**src/rtl/spartan6_dsp.sv**
```systemverilog
// DSP48A1-style slice: optional D+/-B pre-adder, 18x18 multiplier and 48-bit
// post-adder with X/Z muxes; every stage is a bypassable register with CE and async reset.
module spartan6_dsp #(
    parameter int    SIZE1       = 18,
    parameter int    SIZE2       = 36,
    parameter int    SIZE3       = 48,
    parameter int    A0REG       = 0,
    parameter int    A1REG       = 1,
    parameter int    B0REG       = 0,
    parameter int    B1REG       = 1,
    parameter int    CREG        = 1,
    parameter int    DREG        = 1,
    parameter int    MREG        = 1,
    parameter int    PREG        = 1,
    parameter int    CARRYINREG  = 1,
    parameter int    CARRYOUTREG = 1,
    parameter int    OPMODEREG   = 1,
    parameter string CARRYINSEL  = "OPMODE5",
    parameter string B_INPUT     = "DIRECT",
    parameter string RSTTYPE     = "SYNC"
) (
    input  logic             CLK,
    input  logic             RSTA,
    input  logic             RSTB,
    input  logic             RSTC,
    input  logic             RSTD,
    input  logic             RSTM,
    input  logic             RSTP,
    input  logic             RSTCARRYIN,
    input  logic             RSTOPMODE,
    input  logic             CEA,
    input  logic             CEB,
    input  logic             CEC,
    input  logic             CED,
    input  logic             CEM,
    input  logic             CEP,
    input  logic             CECARRYIN,
    input  logic             CEOPMODE,
    input  logic [SIZE1-1:0] A,
    input  logic [SIZE1-1:0] B,
    input  logic [SIZE1-1:0] D,
    input  logic [SIZE1-1:0] BCIN,
    input  logic [SIZE3-1:0] C,
    input  logic [SIZE3-1:0] PCIN,
    input  logic             CARRYIN,
    input  logic [7:0]       OPMODE,
    output logic [SIZE1-1:0] BCOUT,
    output logic [SIZE2-1:0] M,
    output logic [SIZE3-1:0] P,
    output logic [SIZE3-1:0] PCOUT,
    output logic             CARRYOUT,
    output logic             CARRYOUTF
);

    localparam bit use_bcin     = (B_INPUT == "CASCADE");
    localparam bit use_cin_port = (CARRYINSEL == "CARRYIN");
    localparam int DX           = SIZE3 - 2*SIZE1;   // D bits that fit above A:B in the X concat

    logic [SIZE1-1:0] b_src, a0, b0, a1, b1, b1_in, d_r, preadd;
    logic [SIZE3-1:0] c_r, xmux, zmux, p_r;
    logic [SIZE2-1:0] mult, m_r;
    logic [7:0]       opm;
    logic             cin_src, cyi, co_r;
    logic [SIZE3:0]   addend, post_sum;

    // RSTTYPE is kept for source compatibility; every register resets asynchronously regardless.
    generate
        if (RSTTYPE != "SYNC") begin : g_rsttype_async
        end
    endgenerate

    assign b_src = use_bcin ? BCIN : B;

    generate
        if (A0REG != 0) begin : g_a0
            logic [SIZE1-1:0] q;
            always_ff @(posedge CLK or posedge RSTA)
                if (RSTA)     q <= '0;
                else if (CEA) q <= A;
            assign a0 = q;
        end else begin : g_a0_byp
            assign a0 = A;
        end

        if (B0REG != 0) begin : g_b0
            logic [SIZE1-1:0] q;
            always_ff @(posedge CLK or posedge RSTB)
                if (RSTB)     q <= '0;
                else if (CEB) q <= b_src;
            assign b0 = q;
        end else begin : g_b0_byp
            assign b0 = b_src;
        end

        if (DREG != 0) begin : g_d
            logic [SIZE1-1:0] q;
            always_ff @(posedge CLK or posedge RSTD)
                if (RSTD)     q <= '0;
                else if (CED) q <= D;
            assign d_r = q;
        end else begin : g_d_byp
            assign d_r = D;
        end

        if (CREG != 0) begin : g_c
            logic [SIZE3-1:0] q;
            always_ff @(posedge CLK or posedge RSTC)
                if (RSTC)     q <= '0;
                else if (CEC) q <= C;
            assign c_r = q;
        end else begin : g_c_byp
            assign c_r = C;
        end

        if (OPMODEREG != 0) begin : g_opm
            logic [7:0] q;
            always_ff @(posedge CLK or posedge RSTOPMODE)
                if (RSTOPMODE)     q <= '0;
                else if (CEOPMODE) q <= OPMODE;
            assign opm = q;
        end else begin : g_opm_byp
            assign opm = OPMODE;
        end
    endgenerate

    // Pre-adder result is truncated to the operand width.
    assign preadd = opm[6] ? (d_r - b0) : (d_r + b0);
    assign b1_in  = opm[4] ? preadd : b0;

    generate
        if (A1REG != 0) begin : g_a1
            logic [SIZE1-1:0] q;
            always_ff @(posedge CLK or posedge RSTA)
                if (RSTA)     q <= '0;
                else if (CEA) q <= a0;
            assign a1 = q;
        end else begin : g_a1_byp
            assign a1 = a0;
        end

        if (B1REG != 0) begin : g_b1
            logic [SIZE1-1:0] q;
            always_ff @(posedge CLK or posedge RSTB)
                if (RSTB)     q <= '0;
                else if (CEB) q <= b1_in;
            assign b1 = q;
        end else begin : g_b1_byp
            assign b1 = b1_in;
        end
    endgenerate

    assign mult = SIZE2'(a1) * SIZE2'(b1);

    generate
        if (MREG != 0) begin : g_m
            logic [SIZE2-1:0] q;
            always_ff @(posedge CLK or posedge RSTM)
                if (RSTM)     q <= '0;
                else if (CEM) q <= mult;
            assign m_r = q;
        end else begin : g_m_byp
            assign m_r = mult;
        end
    endgenerate

    assign cin_src = use_cin_port ? CARRYIN : opm[5];

    generate
        if (CARRYINREG != 0) begin : g_cyi
            logic q;
            always_ff @(posedge CLK or posedge RSTCARRYIN)
                if (RSTCARRYIN)     q <= 1'b0;
                else if (CECARRYIN) q <= cin_src;
            assign cyi = q;
        end else begin : g_cyi_byp
            assign cyi = cin_src;
        end
    endgenerate

    always_comb begin
        xmux = '0;
        case (opm[1:0])
            2'd0: xmux = '0;
            2'd1: xmux = {{(SIZE3-SIZE2){1'b0}}, m_r};
            2'd2: xmux = p_r;
            2'd3: xmux = {d_r[DX-1:0], a1, b1};
        endcase
    end

    always_comb begin
        zmux = '0;
        case (opm[3:2])
            2'd0: zmux = '0;
            2'd1: zmux = PCIN;
            2'd2: zmux = p_r;
            2'd3: zmux = c_r;
        endcase
    end

    // 49-bit arithmetic: the top bit is the carry when adding and the borrow when subtracting.
    always_comb begin
        addend   = {1'b0, xmux} + {{SIZE3{1'b0}}, cyi};
        post_sum = opm[7] ? ({1'b0, zmux} - addend) : ({1'b0, zmux} + addend);
    end

    generate
        if (PREG != 0) begin : g_p
            logic [SIZE3-1:0] q;
            always_ff @(posedge CLK or posedge RSTP)
                if (RSTP)     q <= '0;
                else if (CEP) q <= post_sum[SIZE3-1:0];
            assign p_r = q;
        end else begin : g_p_byp
            assign p_r = post_sum[SIZE3-1:0];
        end

        if (CARRYOUTREG != 0) begin : g_co
            logic q;
            always_ff @(posedge CLK or posedge RSTP)
                if (RSTP)     q <= 1'b0;
                else if (CEP) q <= post_sum[SIZE3];
            assign co_r = q;
        end else begin : g_co_byp
            assign co_r = post_sum[SIZE3];
        end
    endgenerate

    assign BCOUT     = b1;
    assign M         = m_r;
    assign P         = p_r;
    assign PCOUT     = p_r;
    assign CARRYOUT  = co_r;
    assign CARRYOUTF = co_r;

endmodule

```
**config.mk**
```make
export PLATFORM = sky130hd
export DESIGN_NAME = spartan6_dsp
export DESIGN_NICKNAME = d
export VERILOG_FILES = /design/src/rtl/spartan6_dsp.sv
export SDC_FILE = /design/constraint.sdc
export NUM_CORES = 2
export LEC_CHECK = 0
export BUFFER_PORTS_ARGS = -buffer_cell sky130_fd_sc_hd__clkbuf_2
export CORE_MARGIN = 2
export CORE_UTILIZATION = 44
export CTS_BUF_LIST = sky130_fd_sc_hd__clkbuf_16
export DETAILED_ROUTE_END_ITERATION = 16
export GPL_TIMING_DRIVEN = 0
export PLACE_DENSITY_LB_ADDON = 0.3
export SETUP_SLACK_MARGIN = 0.3
export SLEW_MARGIN = 10
export SYNTH_ARGS = -nofsm -noshare
export SYNTH_HDL_FRONTEND = slang
export SYNTH_SLANG_ARGS = --single-unit
```
**constraint.sdc**
```tcl
create_clock -name CLK -period 18.85 [get_ports CLK]
set_clock_uncertainty 0.1 [all_clocks]
set_input_delay 1.885 -clock CLK [delete_from_list [all_inputs] [get_ports CLK]]
set_output_delay 1.885 -clock CLK [all_outputs]
set_load 0.03 [all_outputs]
```
* Word level (Yosys, flattened, before mapping) *
Cells that the tools add are included.
W data, S select, Z words.

operators by class
  add/sub/neg operators = 5
  multiply operators = 1
  divide/modulo/power cells = 0
  order comparisons = 0
  equality and inequality tests = 6
  shift operators = 0
  mux-type cells = 5
  bitwise operators = 0
  reductions and logical operators = 2

operators with widths
  kind                  count
  $pmux W48 S4          2
  $add A48 B1 Y49       1
  $add A48 B49 Y49      1
  $mux W49              1
  $sub A48 B49 Y49      1
  $mul A18 B18 Y36      1
  $mux W18              2
  $add A18 B18 Y18      1
  $sub A18 B18 Y18      1
  $eq A2 B2 Y1 const B  4
  $eq A2 B1 Y1 const B  2
  $logic_not A2 Y1      2

storage, ports and cells
  bits in registers = 196
  latch bits = 0
  memory bits (writable) = 0
  ROM bits = 0
  output and inout port bits = 152
  word-level logic and storage cells = 28
  memories = 0

* Logic depth before layout (Yosys ltp) *
  word-level depth = 5
  mapped depth = 31
  mapped depth without buffers = 27

* Least setup slack after synthesis *
Ideal clock, no wire load.

  kind = reg2reg
  from = register g_b1.q[3], in the netlist BCOUT[3]
  to = register g_m.q[34], in the netlist M[34]
  arrival time = 6530 ps
  slack = 12099 ps
  stages on the path, launching flop included = 27
  buffers on the path = 2
  clock period less this slack = 6751 ps
  cell sequence = dfrtp_1 > clkbuf_1 > clkbuf_1 > nand2_1 > fa_1 > inv_1 > fa_1 > inv_1 > fa_1 > inv_1 > fa_1 > inv_1 > fa_1 > inv_1 > fa_1 > ha_1 > a21o_1 > a21o_1 > a21oi_1 > o21ai_0 > nor3b_1 > o21ai_0 > a41oi_1 > o21ai_0 > o31ai_1 > mux2i_1 > nand2_1

on the way
  word-level cells in the longest chain between the ends = 1

RTL lines
  item                    line  RTL
  from (decl)             142   logic [SIZE1-1:0] q;
  from (signal assigned)  145   else if (CEB) q <= b1_in;
  $mul A18 B18 Y36        152   assign mult = SIZE2'(a1) * SIZE2'(b1);
  to (signal assigned)    159   else if (CEM) q <= mult;
  to (decl)               156   logic [SIZE2-1:0] q;

Every way passes these cells.
A chain may end at the register's enable or synchronous reset.

* Final worst setup path *
  from = register g_opm.q[1]
  to = register g_co.q, in the netlist CARRYOUT

on the way
  word-level cells in the longest chain between the ends = 5
  elaborated cells between the ends (all ways) = 9
  classes of those cells = add/sub: 3; eq/ne: 3; mux: 2; reduce/logical: 1

RTL lines
  item                                                         line  RTL
  from (decl)                                                  116   logic [7:0] q;
  from (signal assigned)                                       118   if (RSTOPMODE) q <= '0;
  from (signal assigned)                                       119   else if (CEOPMODE) q <= OPMODE;
  $eq A2 B2 Y1, or another cell as far along                   182   case (opm[1:0])
  $pmux W48 S4 *                                               182
  $add A48 B1 Y49 *                                            202   addend = {1'b0, xmux} + {{SIZE3{1'b0}}, cyi};
  $add A48 B49 Y49 / $sub A48 B49 Y49 (equally long branches)  203   post_sum = opm[7] ? ({1'b0, zmux} - addend) : ({1'b0, zmux} + addend);
  $mux W49 *                                                   203
  to (signal assigned)                                         221   else if (CEP) q <= post_sum[SIZE3];
  to (decl)                                                    218   logic q;

Every way passes the cells marked *; elsewhere a longest branch is shown, timed or not.

==> results.ini <==
[outcome]
outcome = finished, final reports clean

[die]
initial_utilization_pct = 44.2
io_pins = 346
floorplan.rows = 90
core_area_sq_mm = 0.0600
die_h_microns = 250
die-area_sq_mm = 0.0623
floorplan.die.width_microns = 250

[finish]
layout_commonest_cell = sky130_fd_sc_hd__inv_1
most-common-layout-cells = sky130_fd_sc_hd__inv_1, sky130_fd_sc_hd__clkbuf_2, sky130_fd_sc_hd__nand2_1, sky130_fd_sc_hd__fa_1, sky130_fd_sc_hd__mux2_2
final_net_count = 3907
final_util_pct = 49.7
areaGrowthSynthToFinish_pct = 12.4
drive_above_1_share_pct = 20.8

[route]
detail_route.iter0.violations = 1641
via_per_inst = 5.59
routed_wire_length_per_instance_microns = 22.1
finalWirelength_microns = 90000
postRouteAntennaNets = 0
firstDrtPassIters = 5
drc = 0
routed-via-count = 22772

[worst_setup_path]
cpPeakStageDelay_ns = 0.65
worst_ep_required_ns = 19.21
setup.worst_path.class = flop to flop
critical_path.endpoint_type = flop
setup.worst_path.start_class = flop
cp_slowest_cell = sky130_fd_sc_hd__a2111oi_1
data_arrival_time_at_the_worst_slack_endpoint_ns = 9.00
timing.critical_path.fanout_max = 10

[global_route]
via_count_of_the_first_global_routing_pass = 22691
antenna_found_initial = 5
grt_start_max_net_pins = 37
wire_length_of_the_first_global_routing_pass_microns = 136000
overflow = 0
overall_routing_resource_usage_pct = 29.0

[clocking]
cts_root_buffer = sky130_fd_sc_hd__clkbuf_16
cts_tree = built
clk-insertion-delay-late_ns = 0.52
tritoncts_sink_count = 196
post-cts-setup-buffer-count = 0
post_cts_resize_count = 0
clk_pin_slew_worst_paths_ns = 0.09
tritoncts.num_buffers = 17
cts_hold_buf = 0
max_clock_buf_depth = 2
clock_tree.htree_level_count = 4

[sta]
setup_total_negative_slack_ns = 0
setup_viol = 0
post-route-min-period_ns = 8.64
timing.final.max_slew_violations = 0
grt_setup_unrepaired = no
worstMarginPinSlew_ns = 0.948
slew-limit-headroom_pct = 36.8
timing.fmax_ghz = 0.116
timing_hold_violations_final = 0
final_min_period_over_clock_period_pct = 45.9

[synthesis]
synthesis.area_sq_mm = 0.0265
yosys.cell_types.count = 84
synth.yosys.warnings = 0
synthesis.nets = 3564
primary_ff_master_synth = sky130_fd_sc_hd__dfrtp_1
post_synth_inst_count = 2933
synth.avg_cell_area_sq_um = 9.05
ys_seq_elements = 196
ys_async_sr_fraction_pct = 100
yosysSeqAreaShare_pct = 18.5
synth-edff-count = 0

[placement]
place_hpwl_microns = 74900
place.gp.congestion = 0.969
buffer_ports.inserted = 321

[worst_hold_path]
hold_path_class = flop to flop

[job]
drv_cap = 0

## stage by stage
stage	cells	hold WS (ns)	cell area, sq um	worst slack, ns
floorplan	2933	0.375	26500	12.10
global placement	4036	0.382	29100	10.31
detailed placement	4039	0.392	29200	10.44
CTS	4071	0.410	29800	10.44
global route	4072	0.420	29800	9.82
finish	4072	0.408	29800	10.21
## flip-flops by register name, summed over array words and instances (netlist names), 8 cells and up
register,count
P,48
g_opm.q,8
c_r,48
M,36
a1,18
d_r,18
BCOUT,18
## layout make-up
type / count / area (sq um)
fillers: 5779 / 30200
multi-input cells: 2179 / 19300
flip-flops and latches: 196 / 4900
repair buffers: 324 / 1670
inverters: 356 / 1340
plain buffers: 202 / 1020
well taps: 782 / 978
clock buffers: 17 / 425
clock inverters: 15 / 206
diodes: 1 / 2.50
## routing by layer
layer	GRT usage [%]	vias up	routed length, microns
li1	-	10457	-
met3	6.13	192	6620
met1	35.8	11239	36200
met4	13.4	10	4240
met5	0	-	74
met2	48.5	874	42900
## cells by family (layout without fill, tap and decap cells)
| kind of cell | after synthesis | in the layout | share of synthesized area, % |
|---|---|---|---|
| and+or+nand+nor | 818 | 818 | 15.3 |
| buffers and inverters | 558 | 914 | 8.88 |
| AOI/OAI and AO/OA | 474 | 474 | 12.2 |
| adders and majority gates | 437 | 437 | 27.9 |
| muxes | 265 | 265 | 11.0 |
| DFF | 196 | 196 | 18.5 |
| xor gates and xnor gates | 185 | 185 | 6.14 |
| other | 0 | 1 | 0 |
## worst max-delay path: cells and delay by family, from the launching register on
kind	cells	cell delay (ns)
AO/OA/AOI/OAI	9	3.02
AND/OR/NAND/NOR	12	2.54
buffers and inverters	6	1.35
adder cells (fa/ha/maj)	2	0.64
flip-flops	1	0.58
XOR/XNOR	1	0.17
multiplexers	1	0.14
## worst paths after layout
path | startpoint | endpoint | slack [ns] | cells after the start
worst min-delay path | M[9] | M[9] | 0.41 | 1
worst max-delay path | g_opm.q[1] | CARRYOUT | 10.21 | 31
worst min register to register | M[9] | M[9] | 0.41 | 1
max in group asynchronous | RSTA | a1[13] | 16.64 | 2
min in group asynchronous | RSTCARRYIN | cyi | 1.12 | 2
worst max register to register | g_opm.q[1] | CARRYOUT | 10.21 | 31
## synthesized netlist by cell type, drive strengths merged (85+ instances only)
master | count | share of area (%)
xnor2 | 127 | 4.2
inv | 355 | 5.0
dfrtp | 196 | 18
a21oi | 133 | 2.7
nand2 | 316 | 4.5
clkbuf | 117 | 1.7
buf | 85 | 2.2
fa | 258 | 19
mux2 | 222 | 9.4
nor2 | 136 | 1.9
and2 | 120 | 2.8
ha | 179 | 8.4
Power is not shown: default switching activity piles up to over one toggle a cycle in this logic, so the estimate is an artifact.
